===== config.mk =====
export PLATFORM = sky130hd
export DESIGN_NAME = tex_req_agent_flat
export DESIGN_NICKNAME = d
export VERILOG_FILES = /design/src/rtl/tex_agent_pkg.sv /design/src/rtl/tex_req_agent_if.sv /design/src/rtl/tex_pending_table.sv /design/src/rtl/tex_req_agent.sv /design/src/flat_wrapper.sv
export SDC_FILE = /design/constraint.sdc
export NUM_CORES = 2
export LEC_CHECK = 0
export ABC_AREA = 1
export CAP_MARGIN = 40
export CORE_AREA = 2 2 421 423
export DETAILED_ROUTE_END_ITERATION = 16
export DIE_AREA = 0 0 423 425
export HOLD_SLACK_MARGIN = 0.1
export SETUP_SLACK_MARGIN = 0.02
export SYNTH_ARGS = -nofsm -noshare
export SYNTH_HDL_FRONTEND = slang
export SYNTH_SLANG_ARGS = --single-unit

===== constraint.sdc =====
create_clock -name clk -period 8.9 [get_ports clk]
set_input_delay 1.335 -clock clk [delete_from_list [all_inputs] [get_ports clk]]
set_output_delay 1.335 -clock clk [all_outputs]
set_load 0.05 [all_outputs]

===== src/rtl/tex_agent_pkg.sv =====
// Shared types and sizing for the texture request agent and its pending table.
package tex_agent_pkg;

    localparam int unsigned NUM_LANES   = 4;
    localparam int unsigned NUM_WARPS   = 8;
    localparam int unsigned NUM_PENDING = 8;
    localparam int unsigned UUID_WIDTH  = 44;
    localparam int unsigned STAGE_BITS  = 1;
    localparam int unsigned LOD_BITS    = 4;

    localparam int unsigned WID_W   = (NUM_WARPS > 1) ? $clog2(NUM_WARPS) : 1;
    localparam int unsigned IDX_W   = $clog2(NUM_PENDING);
    localparam int unsigned TAG_W   = UUID_WIDTH + IDX_W;
    localparam int unsigned COORD_W = 2 * NUM_LANES * 32;
    localparam int unsigned LOD_W   = NUM_LANES * LOD_BITS;
    localparam int unsigned DATA_W  = NUM_LANES * 32;

    typedef struct packed {
        logic [WID_W-1:0]     wid;
        logic [NUM_LANES-1:0] tmask;
        logic [31:0]          pc;
        logic [4:0]           rd;
    } tex_agent_meta_t;

    typedef struct packed {
        logic [NUM_LANES-1:0]  mask;
        logic [COORD_W-1:0]    coords;
        logic [LOD_W-1:0]      lod;
        logic [STAGE_BITS-1:0] stage;
        logic [TAG_W-1:0]      tag;
    } tex_agent_req_t;

    typedef struct packed {
        logic [UUID_WIDTH-1:0] uuid;
        tex_agent_meta_t       meta;
        logic [DATA_W-1:0]     data;
    } tex_agent_commit_t;

    // Tag layout is {uuid, idx}; the table index lives in the low bits.
    function automatic logic [IDX_W-1:0] tag_idx(input logic [TAG_W-1:0] tag);
        return tag[IDX_W-1:0];
    endfunction

    function automatic logic [UUID_WIDTH-1:0] tag_uuid(input logic [TAG_W-1:0] tag);
        return tag[TAG_W-1:IDX_W];
    endfunction

endpackage


===== src/rtl/tex_req_agent_if.sv =====
// Bus bundle for the texture request agent: execute input, texture request/response, commit.
interface tex_req_agent_if;
    import tex_agent_pkg::*;

    logic                  exe_req_valid;
    logic                  exe_req_ready;
    logic [UUID_WIDTH-1:0] exe_req_uuid;
    logic [WID_W-1:0]      exe_req_wid;
    logic [NUM_LANES-1:0]  exe_req_tmask;
    logic [31:0]           exe_req_pc;
    logic [4:0]            exe_req_rd;
    logic [STAGE_BITS-1:0] exe_req_stage;
    logic [COORD_W-1:0]    exe_req_coords;
    logic [LOD_W-1:0]      exe_req_lod;

    logic                  tex_req_valid;
    logic                  tex_req_ready;
    logic [NUM_LANES-1:0]  tex_req_mask;
    logic [COORD_W-1:0]    tex_req_coords;
    logic [LOD_W-1:0]      tex_req_lod;
    logic [STAGE_BITS-1:0] tex_req_stage;
    logic [TAG_W-1:0]      tex_req_tag;

    logic                  tex_rsp_valid;
    logic                  tex_rsp_ready;
    logic [DATA_W-1:0]     tex_rsp_texels;
    logic [TAG_W-1:0]      tex_rsp_tag;

    logic                  commit_valid;
    logic                  commit_ready;
    logic [UUID_WIDTH-1:0] commit_uuid;
    logic [WID_W-1:0]      commit_wid;
    logic [NUM_LANES-1:0]  commit_tmask;
    logic [31:0]           commit_pc;
    logic [4:0]            commit_rd;
    logic [DATA_W-1:0]     commit_data;

    modport master (
        input  exe_req_valid, exe_req_uuid, exe_req_wid, exe_req_tmask, exe_req_pc,
               exe_req_rd, exe_req_stage, exe_req_coords, exe_req_lod,
        output exe_req_ready,
        output tex_req_valid, tex_req_mask, tex_req_coords, tex_req_lod, tex_req_stage,
               tex_req_tag,
        input  tex_req_ready,
        input  tex_rsp_valid, tex_rsp_texels, tex_rsp_tag,
        output tex_rsp_ready,
        output commit_valid, commit_uuid, commit_wid, commit_tmask, commit_pc, commit_rd,
               commit_data,
        input  commit_ready
    );

    modport slave (
        output exe_req_valid, exe_req_uuid, exe_req_wid, exe_req_tmask, exe_req_pc,
               exe_req_rd, exe_req_stage, exe_req_coords, exe_req_lod,
        input  exe_req_ready,
        input  tex_req_valid, tex_req_mask, tex_req_coords, tex_req_lod, tex_req_stage,
               tex_req_tag,
        output tex_req_ready,
        output tex_rsp_valid, tex_rsp_texels, tex_rsp_tag,
        input  tex_rsp_ready,
        input  commit_valid, commit_uuid, commit_wid, commit_tmask, commit_pc, commit_rd,
               commit_data,
        output commit_ready
    );

endinterface


===== src/rtl/tex_pending_table.sv =====
// In-flight request table: free mask, lowest-free allocator, metadata store and occupancy count.
module tex_pending_table
    import tex_agent_pkg::*;
(
    input  logic             clk,
    input  logic             reset,
    input  logic             alloc_en,
    input  tex_agent_meta_t  alloc_meta,
    output logic [IDX_W-1:0] alloc_idx,
    output logic             full,
    input  logic             rel_en,
    input  logic [IDX_W-1:0] rel_idx,
    output tex_agent_meta_t  rel_meta,
    output logic [IDX_W:0]   count
);

    logic [NUM_PENDING-1:0] free_q;
    logic [IDX_W:0]         count_q;
    tex_agent_meta_t        meta_q [NUM_PENDING];

    // Scan from the top so the lowest free index wins; uses the pre-update mask only.
    always_comb begin
        alloc_idx = '0;
        for (int i = NUM_PENDING - 1; i >= 0; i--) begin
            if (free_q[i]) begin
                alloc_idx = IDX_W'(i);
            end
        end
    end

    assign full     = (free_q == '0);
    assign rel_meta = meta_q[rel_idx];
    assign count    = count_q;

    always_ff @(posedge clk) begin
        if (reset) begin
            free_q  <= '1;
            count_q <= '0;
        end else begin
            if (alloc_en) begin
                free_q[alloc_idx] <= 1'b0;
            end
            if (rel_en) begin
                free_q[rel_idx] <= 1'b1;
            end
            count_q <= count_q + (IDX_W + 1)'(alloc_en) - (IDX_W + 1)'(rel_en);
        end
    end

    always_ff @(posedge clk) begin
        if (alloc_en) begin
            meta_q[alloc_idx] <= alloc_meta;
        end
    end

    rel_idx_allocated: assert property (@(posedge clk) disable iff (reset)
        rel_en |-> !free_q[rel_idx]);

endmodule


===== src/rtl/tex_req_agent.sv =====
// Core-side texture bus initiator: issues tagged requests, matches out-of-order responses to commit.
module tex_req_agent
    import tex_agent_pkg::*;
(
    input  logic            clk,
    input  logic            reset,
    tex_req_agent_if.master bus,
    output logic [IDX_W:0]  pending_count,
    output logic            idle
);

    logic              full;
    logic [IDX_W-1:0]  alloc_idx;
    logic              req_can_accept;
    logic              exe_fire;
    logic              rsp_fire;
    logic              out_free;
    tex_agent_meta_t   alloc_meta;
    tex_agent_meta_t   rsp_meta;
    tex_agent_commit_t rsp_entry;

    logic              req_valid_q;
    tex_agent_req_t    req_q;
    logic              out_valid_q;
    tex_agent_commit_t out_q;
    logic              skid_valid_q;
    tex_agent_commit_t skid_q;

    assign req_can_accept    = !req_valid_q || bus.tex_req_ready;
    assign bus.exe_req_ready = !full && req_can_accept;
    assign exe_fire          = bus.exe_req_valid && bus.exe_req_ready;

    // Skid slot empty means one more response always has somewhere to land.
    assign bus.tex_rsp_ready = !skid_valid_q;
    assign rsp_fire          = bus.tex_rsp_valid && bus.tex_rsp_ready;
    assign out_free          = !out_valid_q || bus.commit_ready;

    assign alloc_meta = '{
        wid:   bus.exe_req_wid,
        tmask: bus.exe_req_tmask,
        pc:    bus.exe_req_pc,
        rd:    bus.exe_req_rd
    };

    assign rsp_entry = '{
        uuid: tag_uuid(bus.tex_rsp_tag),
        meta: rsp_meta,
        data: bus.tex_rsp_texels
    };

    tex_pending_table u_table (
        .clk        (clk),
        .reset      (reset),
        .alloc_en   (exe_fire),
        .alloc_meta (alloc_meta),
        .alloc_idx  (alloc_idx),
        .full       (full),
        .rel_en     (rsp_fire),
        .rel_idx    (tag_idx(bus.tex_rsp_tag)),
        .rel_meta   (rsp_meta),
        .count      (pending_count)
    );

    always_ff @(posedge clk) begin
        if (reset) begin
            req_valid_q <= 1'b0;
            req_q       <= '0;
        end else if (exe_fire) begin
            req_valid_q <= 1'b1;
            req_q       <= '{
                mask:   bus.exe_req_tmask,
                coords: bus.exe_req_coords,
                lod:    bus.exe_req_lod,
                stage:  bus.exe_req_stage,
                tag:    {bus.exe_req_uuid, alloc_idx}
            };
        end else if (bus.tex_req_ready) begin
            req_valid_q <= 1'b0;
        end
    end

    always_ff @(posedge clk) begin
        if (reset) begin
            out_valid_q  <= 1'b0;
            out_q        <= '0;
            skid_valid_q <= 1'b0;
            skid_q       <= '0;
        end else if (out_free) begin
            if (skid_valid_q) begin
                out_valid_q  <= 1'b1;
                out_q        <= skid_q;
                skid_valid_q <= 1'b0;
            end else begin
                out_valid_q <= rsp_fire;
                if (rsp_fire) begin
                    out_q <= rsp_entry;
                end
            end
        end else if (rsp_fire) begin
            skid_valid_q <= 1'b1;
            skid_q       <= rsp_entry;
        end
    end

    assign bus.tex_req_valid  = req_valid_q;
    assign bus.tex_req_mask   = req_q.mask;
    assign bus.tex_req_coords = req_q.coords;
    assign bus.tex_req_lod    = req_q.lod;
    assign bus.tex_req_stage  = req_q.stage;
    assign bus.tex_req_tag    = req_q.tag;

    assign bus.commit_valid = out_valid_q;
    assign bus.commit_uuid  = out_q.uuid;
    assign bus.commit_wid   = out_q.meta.wid;
    assign bus.commit_tmask = out_q.meta.tmask;
    assign bus.commit_pc    = out_q.meta.pc;
    assign bus.commit_rd    = out_q.meta.rd;
    assign bus.commit_data  = out_q.data;

    assign idle = (pending_count == '0) && !req_valid_q && !out_valid_q;

    exe_tmask_nonzero: assert property (@(posedge clk) disable iff (reset)
        bus.exe_req_valid |-> (bus.exe_req_tmask != '0));

endmodule


===== src/flat_wrapper.sv =====
// flat-port wrapper written by rule: the top's interface ports become plain ports
module tex_req_agent_flat import tex_agent_pkg::*;
  (clk, reset, pending_count, idle, bus_exe_req_valid, bus_exe_req_uuid, bus_exe_req_wid, bus_exe_req_tmask, bus_exe_req_pc, bus_exe_req_rd, bus_exe_req_stage, bus_exe_req_coords, bus_exe_req_lod, bus_exe_req_ready, bus_tex_req_valid, bus_tex_req_mask, bus_tex_req_coords, bus_tex_req_lod, bus_tex_req_stage, bus_tex_req_tag, bus_tex_req_ready, bus_tex_rsp_valid, bus_tex_rsp_texels, bus_tex_rsp_tag, bus_tex_rsp_ready, bus_commit_valid, bus_commit_uuid, bus_commit_wid, bus_commit_tmask, bus_commit_pc, bus_commit_rd, bus_commit_data, bus_commit_ready);
  tex_req_agent_if bus_i ();
  input  logic clk;
  input  logic reset;
  output logic [IDX_W:0] pending_count;
  output logic idle;
  input wire logic [$bits(bus_i.exe_req_valid)-1:0] bus_exe_req_valid;
  input wire logic [$bits(bus_i.exe_req_uuid)-1:0] bus_exe_req_uuid;
  input wire logic [$bits(bus_i.exe_req_wid)-1:0] bus_exe_req_wid;
  input wire logic [$bits(bus_i.exe_req_tmask)-1:0] bus_exe_req_tmask;
  input wire logic [$bits(bus_i.exe_req_pc)-1:0] bus_exe_req_pc;
  input wire logic [$bits(bus_i.exe_req_rd)-1:0] bus_exe_req_rd;
  input wire logic [$bits(bus_i.exe_req_stage)-1:0] bus_exe_req_stage;
  input wire logic [$bits(bus_i.exe_req_coords)-1:0] bus_exe_req_coords;
  input wire logic [$bits(bus_i.exe_req_lod)-1:0] bus_exe_req_lod;
  output wire logic [$bits(bus_i.exe_req_ready)-1:0] bus_exe_req_ready;
  output wire logic [$bits(bus_i.tex_req_valid)-1:0] bus_tex_req_valid;
  output wire logic [$bits(bus_i.tex_req_mask)-1:0] bus_tex_req_mask;
  output wire logic [$bits(bus_i.tex_req_coords)-1:0] bus_tex_req_coords;
  output wire logic [$bits(bus_i.tex_req_lod)-1:0] bus_tex_req_lod;
  output wire logic [$bits(bus_i.tex_req_stage)-1:0] bus_tex_req_stage;
  output wire logic [$bits(bus_i.tex_req_tag)-1:0] bus_tex_req_tag;
  input wire logic [$bits(bus_i.tex_req_ready)-1:0] bus_tex_req_ready;
  input wire logic [$bits(bus_i.tex_rsp_valid)-1:0] bus_tex_rsp_valid;
  input wire logic [$bits(bus_i.tex_rsp_texels)-1:0] bus_tex_rsp_texels;
  input wire logic [$bits(bus_i.tex_rsp_tag)-1:0] bus_tex_rsp_tag;
  output wire logic [$bits(bus_i.tex_rsp_ready)-1:0] bus_tex_rsp_ready;
  output wire logic [$bits(bus_i.commit_valid)-1:0] bus_commit_valid;
  output wire logic [$bits(bus_i.commit_uuid)-1:0] bus_commit_uuid;
  output wire logic [$bits(bus_i.commit_wid)-1:0] bus_commit_wid;
  output wire logic [$bits(bus_i.commit_tmask)-1:0] bus_commit_tmask;
  output wire logic [$bits(bus_i.commit_pc)-1:0] bus_commit_pc;
  output wire logic [$bits(bus_i.commit_rd)-1:0] bus_commit_rd;
  output wire logic [$bits(bus_i.commit_data)-1:0] bus_commit_data;
  input wire logic [$bits(bus_i.commit_ready)-1:0] bus_commit_ready;
  assign bus_i.exe_req_valid = bus_exe_req_valid;
  assign bus_i.exe_req_uuid = bus_exe_req_uuid;
  assign bus_i.exe_req_wid = bus_exe_req_wid;
  assign bus_i.exe_req_tmask = bus_exe_req_tmask;
  assign bus_i.exe_req_pc = bus_exe_req_pc;
  assign bus_i.exe_req_rd = bus_exe_req_rd;
  assign bus_i.exe_req_stage = bus_exe_req_stage;
  assign bus_i.exe_req_coords = bus_exe_req_coords;
  assign bus_i.exe_req_lod = bus_exe_req_lod;
  assign bus_exe_req_ready = bus_i.exe_req_ready;
  assign bus_tex_req_valid = bus_i.tex_req_valid;
  assign bus_tex_req_mask = bus_i.tex_req_mask;
  assign bus_tex_req_coords = bus_i.tex_req_coords;
  assign bus_tex_req_lod = bus_i.tex_req_lod;
  assign bus_tex_req_stage = bus_i.tex_req_stage;
  assign bus_tex_req_tag = bus_i.tex_req_tag;
  assign bus_i.tex_req_ready = bus_tex_req_ready;
  assign bus_i.tex_rsp_valid = bus_tex_rsp_valid;
  assign bus_i.tex_rsp_texels = bus_tex_rsp_texels;
  assign bus_i.tex_rsp_tag = bus_tex_rsp_tag;
  assign bus_tex_rsp_ready = bus_i.tex_rsp_ready;
  assign bus_commit_valid = bus_i.commit_valid;
  assign bus_commit_uuid = bus_i.commit_uuid;
  assign bus_commit_wid = bus_i.commit_wid;
  assign bus_commit_tmask = bus_i.commit_tmask;
  assign bus_commit_pc = bus_i.commit_pc;
  assign bus_commit_rd = bus_i.commit_rd;
  assign bus_commit_data = bus_i.commit_data;
  assign bus_i.commit_ready = bus_commit_ready;
  tex_req_agent u_core (.clk(clk), .reset(reset), .bus(bus_i), .pending_count(pending_count), .idle(idle));
endmodule

# ---- Yosys cells after proc, flatten, opt, wreduce, memory -nomap -nowiden
# Memories as Yosys holds them, arrays and structs flattened.
# Cells that the tools add are included.
dict set report word_totals {
  latch_bits 0
  out_inout_bits 549
  elab_cells 75
  mem_count 1
  ram_bits 352
  regBits 771
  rom_bits 0
}
# name depth word_bits rd rd_clocked_by_memory_dff write_ports line_no
set mem_list {}
lappend mem_list {u_core.u_table.meta_q 8 44 1 0 1 tex_pending_table.sv:19} ;# tex_agent_meta_t meta_q [NUM_PENDING];
dict set report classes {
  n_reduce_logical 20
  magnitude_cmp 4
  addsub 2
  eq_ne 0
  n_shift 0
  n_mul 0
  div 0
  muxes 22
  n_bitwise 4
}
# op n
set op_table {}
lappend op_table {{2-to-1 mux 216 bit} 2}
lappend op_table {{2-to-1 mux 3 bit} 8}
lappend op_table {{2-to-1 mux 8 bit} 3}
lappend op_table {{AND 8 bit} 1}
lappend op_table {{zero test 8 bit} 1}
lappend op_table {{< comparator 3 x 4 -> 1 bit (second input constant)} 2}
lappend op_table {{NOT 8 bit} 1}
lappend op_table {{OR 8 bit} 1}
lappend op_table {{logical AND 1 bit} 7}
lappend op_table {{2-to-1 mux 1 bit} 7}
lappend op_table {{demux 1 bit (select 3 bit)} 2}
lappend op_table {{>= comparator 3 x 1 -> 1 bit (second input constant)} 2}
lappend op_table {{adder 4 x 1 -> 4 bit} 1}
lappend op_table {{zero test 1 bit} 4}
lappend op_table {{zero test 4 bit} 1}
lappend op_table {{AND reduction 2 bit} 2}
lappend op_table {{nonzero test 2 bit} 2}
lappend op_table {{subtractor 4 x 1 -> 4 bit} 1}
lappend op_table {{logical OR 1 bit} 2}
lappend op_table {{OR reduction 2 bit} 1}
lappend op_table {{NOT 1 bit} 1}

# ---- Logic depth before layout (Yosys ltp)
dict set report logic_depth {
  word_depth 18
  mapped_depth 13
  depth_no_buf 12
}

# ---- By module
# Synthesis repeated with hierarchy kept, for this count alone.
dict set report unflattened {
  cells_unflattened 7028
  area_unflattened_um2 50524.7
}
# mod n_inst cells_per_inst seq_area_each_um2 area_per_inst_um2
set modules_own_cells {}
lappend modules_own_cells {tex_req_agent 1 6014 15194.6 36411.2}
lappend modules_own_cells {tex_pending_table 1 1014 10810.4 14113.5}

# ---- Worst setup path before layout
# Ideal clock, no wire load.
dict set report synth_path {
  kind {in2reg}
  start {input bus_exe_req_valid}
  end {memory u_core.u_table.meta_q[0][0] (netlist name) (enable)}
  stages 6
  t_arrival_ps 3834
  setup_slack_ps 4620
  path_cell_list {buf_2 -> nand3_2 -> buf_4 -> nor2_1 -> nand2_1 -> nor2_1}
}
dict set report synth_via {
  elab_chain_len 3
}
# element line_no
set synth_rtl {}
lappend synth_rtl {{start: declaration} flat_wrapper.sv:9} ;# input wire logic [$bits(bus_i.exe_req_valid)-1:0] bus_exe_req_valid;
lappend synth_rtl {{logical AND 1 bit} tex_req_agent.sv:31} ;# assign exe_fire = bus.exe_req_valid && bus.exe_req_ready;
lappend synth_rtl {{2-to-1 mux 1 bit} tex_pending_table.sv:51} ;# if (alloc_en) begin
lappend synth_rtl {{2-to-1 mux 1 bit (implied by the code)} tex_pending_table.sv:52} ;# meta_q[alloc_idx] <= alloc_meta;
lappend synth_rtl {{end: declaration} tex_pending_table.sv:19}
# Every way passes these cells.

# ---- Worst setup path in the final report
dict set report layout_path {
  start {input bus_tex_req_ready}
  end {output bus_exe_req_ready}
}
dict set report layout_via {
  elab_chain_len 2
}
# element line_no
set layout_rtl {}
lappend layout_rtl {{start: declaration} flat_wrapper.sv:25} ;# input wire logic [$bits(bus_i.tex_req_ready)-1:0] bus_tex_req_ready;
lappend layout_rtl {{logical OR 1 bit} tex_req_agent.sv:29} ;# assign req_can_accept = !req_valid_q || bus.tex_req_ready;
lappend layout_rtl {{logical AND 1 bit} tex_req_agent.sv:30} ;# assign bus.exe_req_ready = !full && req_can_accept;
lappend layout_rtl {{end: declaration} flat_wrapper.sv:18} ;# output wire logic [$bits(bus_i.exe_req_ready)-1:0] bus_exe_req_ready;
# Every way passes these cells.

==> run_summary.xml <==
<?xml version="1.0" encoding="UTF-8"?>
<metrics>
  <group name="hold_path">
    <metric name="hold_start" unit="">u_core.skid_q[210]$_SDFFE_PP0P_</metric>
    <metric name="worstHoldPathType" unit="">reg -&gt; reg</metric>
  </group>
  <group name="critical_path">
    <metric name="worst-path-max-fanout" unit="">12</metric>
    <metric name="startpoint_type" unit="">primary input</metric>
    <metric name="end_kind" unit="">primary output</metric>
    <metric name="cp_data_arrival_time" unit="ns">3.60</metric>
    <metric name="worstPathCellList" unit="">clkdlybuf4s50_1 &gt; inv_1 &gt; nand2_1 &gt; a21boi_4 &gt; clkdlybuf4s50_1</metric>
    <metric name="critPathKind" unit="">in -&gt; out</metric>
    <metric name="timing.critical_path.mode_cell" unit="">clkdlybuf4s50_1</metric>
    <metric name="worst-r2r-cell-count" unit="">8</metric>
    <metric name="crit_cells" unit="">5</metric>
    <metric name="crit_end" unit="">bus_exe_req_ready</metric>
    <metric name="timing.critical_path.required" unit="ns">7.57</metric>
    <metric name="r2r_setup_slack" unit="ns">5.23</metric>
    <metric name="crit_family" unit="">buffers and inverters</metric>
    <metric name="timing.rr.end" unit="">u_core.skid_q[188]$_SDFFE_PP0P_</metric>
    <metric name="crit_path_max_incr_delay" unit="ns">0.95</metric>
    <metric name="timing.critical_path.slowest_stage_cell" unit="">clkdlybuf4s50_1</metric>
    <metric name="critPathBufInv" unit="">3</metric>
    <metric name="crit_startpoint" unit="">bus_tex_req_ready</metric>
    <metric name="reg2reg_from" unit="">u_core.skid_valid_q$_SDFFE_PP0P_</metric>
  </group>
  <group name="cts">
    <metric name="cts_buffers" unit="">131</metric>
    <metric name="cts.reportedPaths.clkPinSlew" unit="ns">0.07</metric>
    <metric name="cts_max_level" unit="">4</metric>
    <metric name="post_cts_hold_buffer_count" unit="">0</metric>
    <metric name="cts_tree" unit="">done</metric>
    <metric name="numClockSinks" unit="">1123</metric>
    <metric name="cts_root_buf" unit="">clkbuf_16</metric>
    <metric name="cts_resized" unit="">0</metric>
    <metric name="cts.path.max_buffers" unit="">3</metric>
    <metric name="post-cts-setup-buffer-count" unit="">0</metric>
    <metric name="worstSkewPairLatency" unit="ns">0.81</metric>
  </group>
  <group name="status">
    <metric name="outcome" unit="">finished, final reports clean</metric>
  </group>
  <group name="power">
    <metric name="leakagePower" unit="nW">22.7</metric>
    <metric name="report.power.total" unit="mW">13.6</metric>
    <metric name="power_density" unit="mW/mm^2">222</metric>
    <metric name="power.switching_fraction" unit="%">29.6</metric>
    <metric name="sequentialPowerShare" unit="%">41.8</metric>
    <metric name="max-vdd-ir-drop" unit="uV">152</metric>
    <metric name="internal_power" unit="mW">9.58</metric>
    <metric name="pwr-share-clk" unit="%">41.4</metric>
    <metric name="net-switching-power" unit="mW">4.03</metric>
    <metric name="power.combinational.fraction" unit="%">16.9</metric>
  </group>
  <group name="sta">
    <metric name="period_needed" unit="ns">4.93</metric>
    <metric name="finalSetupViolations" unit="">0</metric>
    <metric name="setup_repair_after_global_routing_missed_its_margin" unit="">no</metric>
    <metric name="max_slew.worst_pin.slew" unit="ns">1.31</metric>
    <metric name="report.final.hold_viol_count" unit="">0</metric>
    <metric name="final.setup_skew" unit="ns">0.0414</metric>
    <metric name="finalWorstSetupSlack" unit="ns">3.97</metric>
    <metric name="timing.hold.ws" unit="ns">0.444</metric>
    <metric name="final_period_util" unit="%">55.4</metric>
    <metric name="final_max_slew_viol_count" unit="">0</metric>
    <metric name="timing.max_slew.rel_slack" unit="%">12.5</metric>
    <metric name="achievable_frequency" unit="MHz">203</metric>
    <metric name="setup-tns-final" unit="ns">0</metric>
  </group>
  <group name="logic_synthesis">
    <metric name="synth_cell_types" unit="">33</metric>
    <metric name="synthArstFlopShare" unit="%">0</metric>
    <metric name="prevailing_post_synth_register_cell" unit="">dfxtp_1</metric>
    <metric name="synth-edff-count" unit="">352</metric>
    <metric name="yosys_register_bits" unit="">1123</metric>
    <metric name="syn-instance-count" unit="">4800</metric>
    <metric name="synth_largest_area_cell" unit="">dfxtp_1</metric>
    <metric name="synth.cell_area" unit="mm^2">0.0427</metric>
    <metric name="post_synth.cell_area_avg" unit="um^2">8.90</metric>
    <metric name="synth_sequential_area_ratio" unit="%">60.8</metric>
    <metric name="synth.top_cells.by_area" unit="">dfxtp_1 36%, edfxtp_1 25%, nand2_1 8.2%</metric>
    <metric name="ys.warnings.count" unit="">0</metric>
    <metric name="synthesis.nets" unit="">5348</metric>
    <metric name="yosysTopAreaCellShare" unit="%">36.1</metric>
  </group>
  <group name="layout">
    <metric name="finish.cell_count_without_fillers" unit="">8211</metric>
    <metric name="most_frequent_standard_cell_in_the_layout_excluding_fill_and_tap_cells" unit="">clkdlybuf4s50_1</metric>
    <metric name="fin_util" unit="%">35.0</metric>
    <metric name="most-common-layout-cells" unit="">1087 x clkdlybuf4s50_1, 930 x nand2_1, 770 x dfxtp_1, 490 x nor2_1, 470 x o21ai_0</metric>
    <metric name="layout-area-overhead-vs-synth" unit="%">43.6</metric>
    <metric name="finalNetCount" unit="">6291</metric>
    <metric name="final.fill_count" unit="">17676</metric>
    <metric name="drive_above_1_share" unit="%">6.58</metric>
    <metric name="final_area" unit="mm^2">0.0614</metric>
  </group>
  <group name="global_routing">
    <metric name="grt_start_max_net_pins" unit="">211</metric>
    <metric name="overall_fraction_of_global_route_tracks_in_use" unit="%">21.1</metric>
    <metric name="grt_pass1_wl" unit="um">274000</metric>
    <metric name="globalRouteOverflowTotal" unit="">0</metric>
    <metric name="number_of_antenna_violations_at_the_first_check_in_global_routing" unit="">41</metric>
    <metric name="vias_in_the_first_global_route" unit="">35525</metric>
  </group>
  <group name="floorplanning">
    <metric name="fp.dieArea" unit="mm^2">0.180</metric>
    <metric name="dieHeight" unit="um">425</metric>
    <metric name="io-pin-count" unit="">1091</metric>
    <metric name="standard_cell_core_area" unit="mm^2">0.175</metric>
    <metric name="floorplan.initialDensity" unit="%">24.4</metric>
    <metric name="die_w" unit="um">423</metric>
    <metric name="core.rowCount" unit="">154</metric>
  </group>
  <group name="drt">
    <metric name="drtAntennaViolNets" unit="">0</metric>
    <metric name="drt_iter0_markers" unit="">3836</metric>
    <metric name="route.detailed.drc" unit="">0</metric>
    <metric name="drt-wirelength-per-cell" unit="um">24.2</metric>
    <metric name="viasPerCell" unit="">4.71</metric>
    <metric name="routed-via-count" unit="">38682</metric>
    <metric name="routed_wl" unit="um">199000</metric>
    <metric name="drt_pre_antenna_iters" unit="">6</metric>
  </group>
  <group name="placed_design">
    <metric name="hpwlAfterDp" unit="um">142000</metric>
    <metric name="dpl.cell_count" unit="">7935</metric>
    <metric name="numPortBuffers" unit="">1090</metric>
    <metric name="placement.cell_area" unit="mm^2">0.0566</metric>
    <metric name="routabilityCongestion" unit="">0.889</metric>
    <metric name="preCtsSetupSlack" unit="ns">3.95</metric>
  </group>
  <group name="run">
    <metric name="max_cap_violations" unit="">0</metric>
  </group>
</metrics>
worst min-delay path by stage:
stage,to,depth (start not counted)
final,u_core.bus.commit_uuid[38]$_SDFFE_PP0P_,2
after global routing,u_core.u_table.free_q[3]$_SDFF_PP1_,2
after CTS,u_core.bus.commit_data[123]$_SDFFE_PP0P_,2
after detailed placement,u_core.u_table.free_q[3]$_SDFF_PP1_,2
after global placement,u_core.u_table.free_q[3]$_SDFF_PP1_,2
after floorplan,u_core.u_table.free_q[2]$_SDFF_PP1_,2
synthesized netlist by cell type (2+ instances only):
master / instances
clkbuf_1: 231
o21ai_1: 51
nor2_1: 492
buf_4: 8
buf_1: 4
dfxtp_1: 771
or2_2: 44
nand3_1: 378
a31oi_1: 172
inv_1: 173
clkbuf_4: 2
ha_1: 5
a21oi_1: 460
o21ai_0: 470
nand4_1: 2
buf_2: 145
o211ai_1: 89
nor2_2: 3
inv_2: 4
edfxtp_1: 352
nand2_1: 932
layer usage:
metal	vias up	share of wire [%]	wire length [um]	track usage, %
met5	-	0.057	114	0
met4	18	3.0	6050	7.41
met3	247	10	20500	8.62
met2	1447	46	90500	32.9
met1	18752	41	81700	26.3
li1	18218	-	-	-
registers in the layout, summed over array words and instances (netlist names), 5 cells and up:
signal / count
u_core.bus.commit_data: 128
u_core.bus.commit_uuid: 44
u_core.u_table.meta_q: 352
u_core.bus.tex_req_lod: 16
u_core.skid_q: 216
u_core.bus.commit_pc: 32
u_core.bus.tex_req_tag: 47
u_core.bus.commit_rd: 5
u_core.u_table.free_q: 8
u_core.bus.tex_req_coords: 256
area by class of cell:
class,instances,area (um^2),share of cell area (%)
sequential,1123,26000,42.4
multi-input combinational,3108,14400,23.5
timing repair buffer,1201,12800,20.8
clock buffer,185,3810,6.20
tap,2340,2930,4.77
clock inverter,54,719,1.17
inverter,178,691,1.12
antenna,22,55.1,0.0897
worst reg2reg max path, cell delays in order, from the launching register on:
cell and delay [ns]:
dfxtp_4 0.81, buf_12 0.66, nor2_8 0.24, nand2_4 0.42
buf_16 0.29, buf_4 0.56, buf_12 0.30, o21ai_0 0.17
nor2_1 0.15
kinds of logic (layout without fill, tap and decap cells):
group	Yosys count	after routing	share of synthesized area [%]
other cells	0	22	0
simple gates	1857	1857	17.8
compound gates	1244	1244	15.6
buf+inv	569	1618	5.53
xor+xnor	1	1	0.0205
fa+ha+maj	6	6	0.193
flops	1123	1123	60.8
power groups by stage:
| stage | registers, mW | logic, mW | clock network, mW |
|---|---|---|---|
| 2_1_floorplan | 6.37 | 0.595 | 0 |
| 3_3_place_gp | 5.79 | 2.19 | 0 |
| 3_5_place_dp | 5.79 | 2.28 | 0 |
| 4_1_cts | 5.68 | 2.29 | 5.77 |
| 5_1_grt | 5.71 | 2.42 | 5.96 |
| 6_report | 5.69 | 2.29 | 5.63 |
Note: power is estimated with default switching activity, not from simulation.
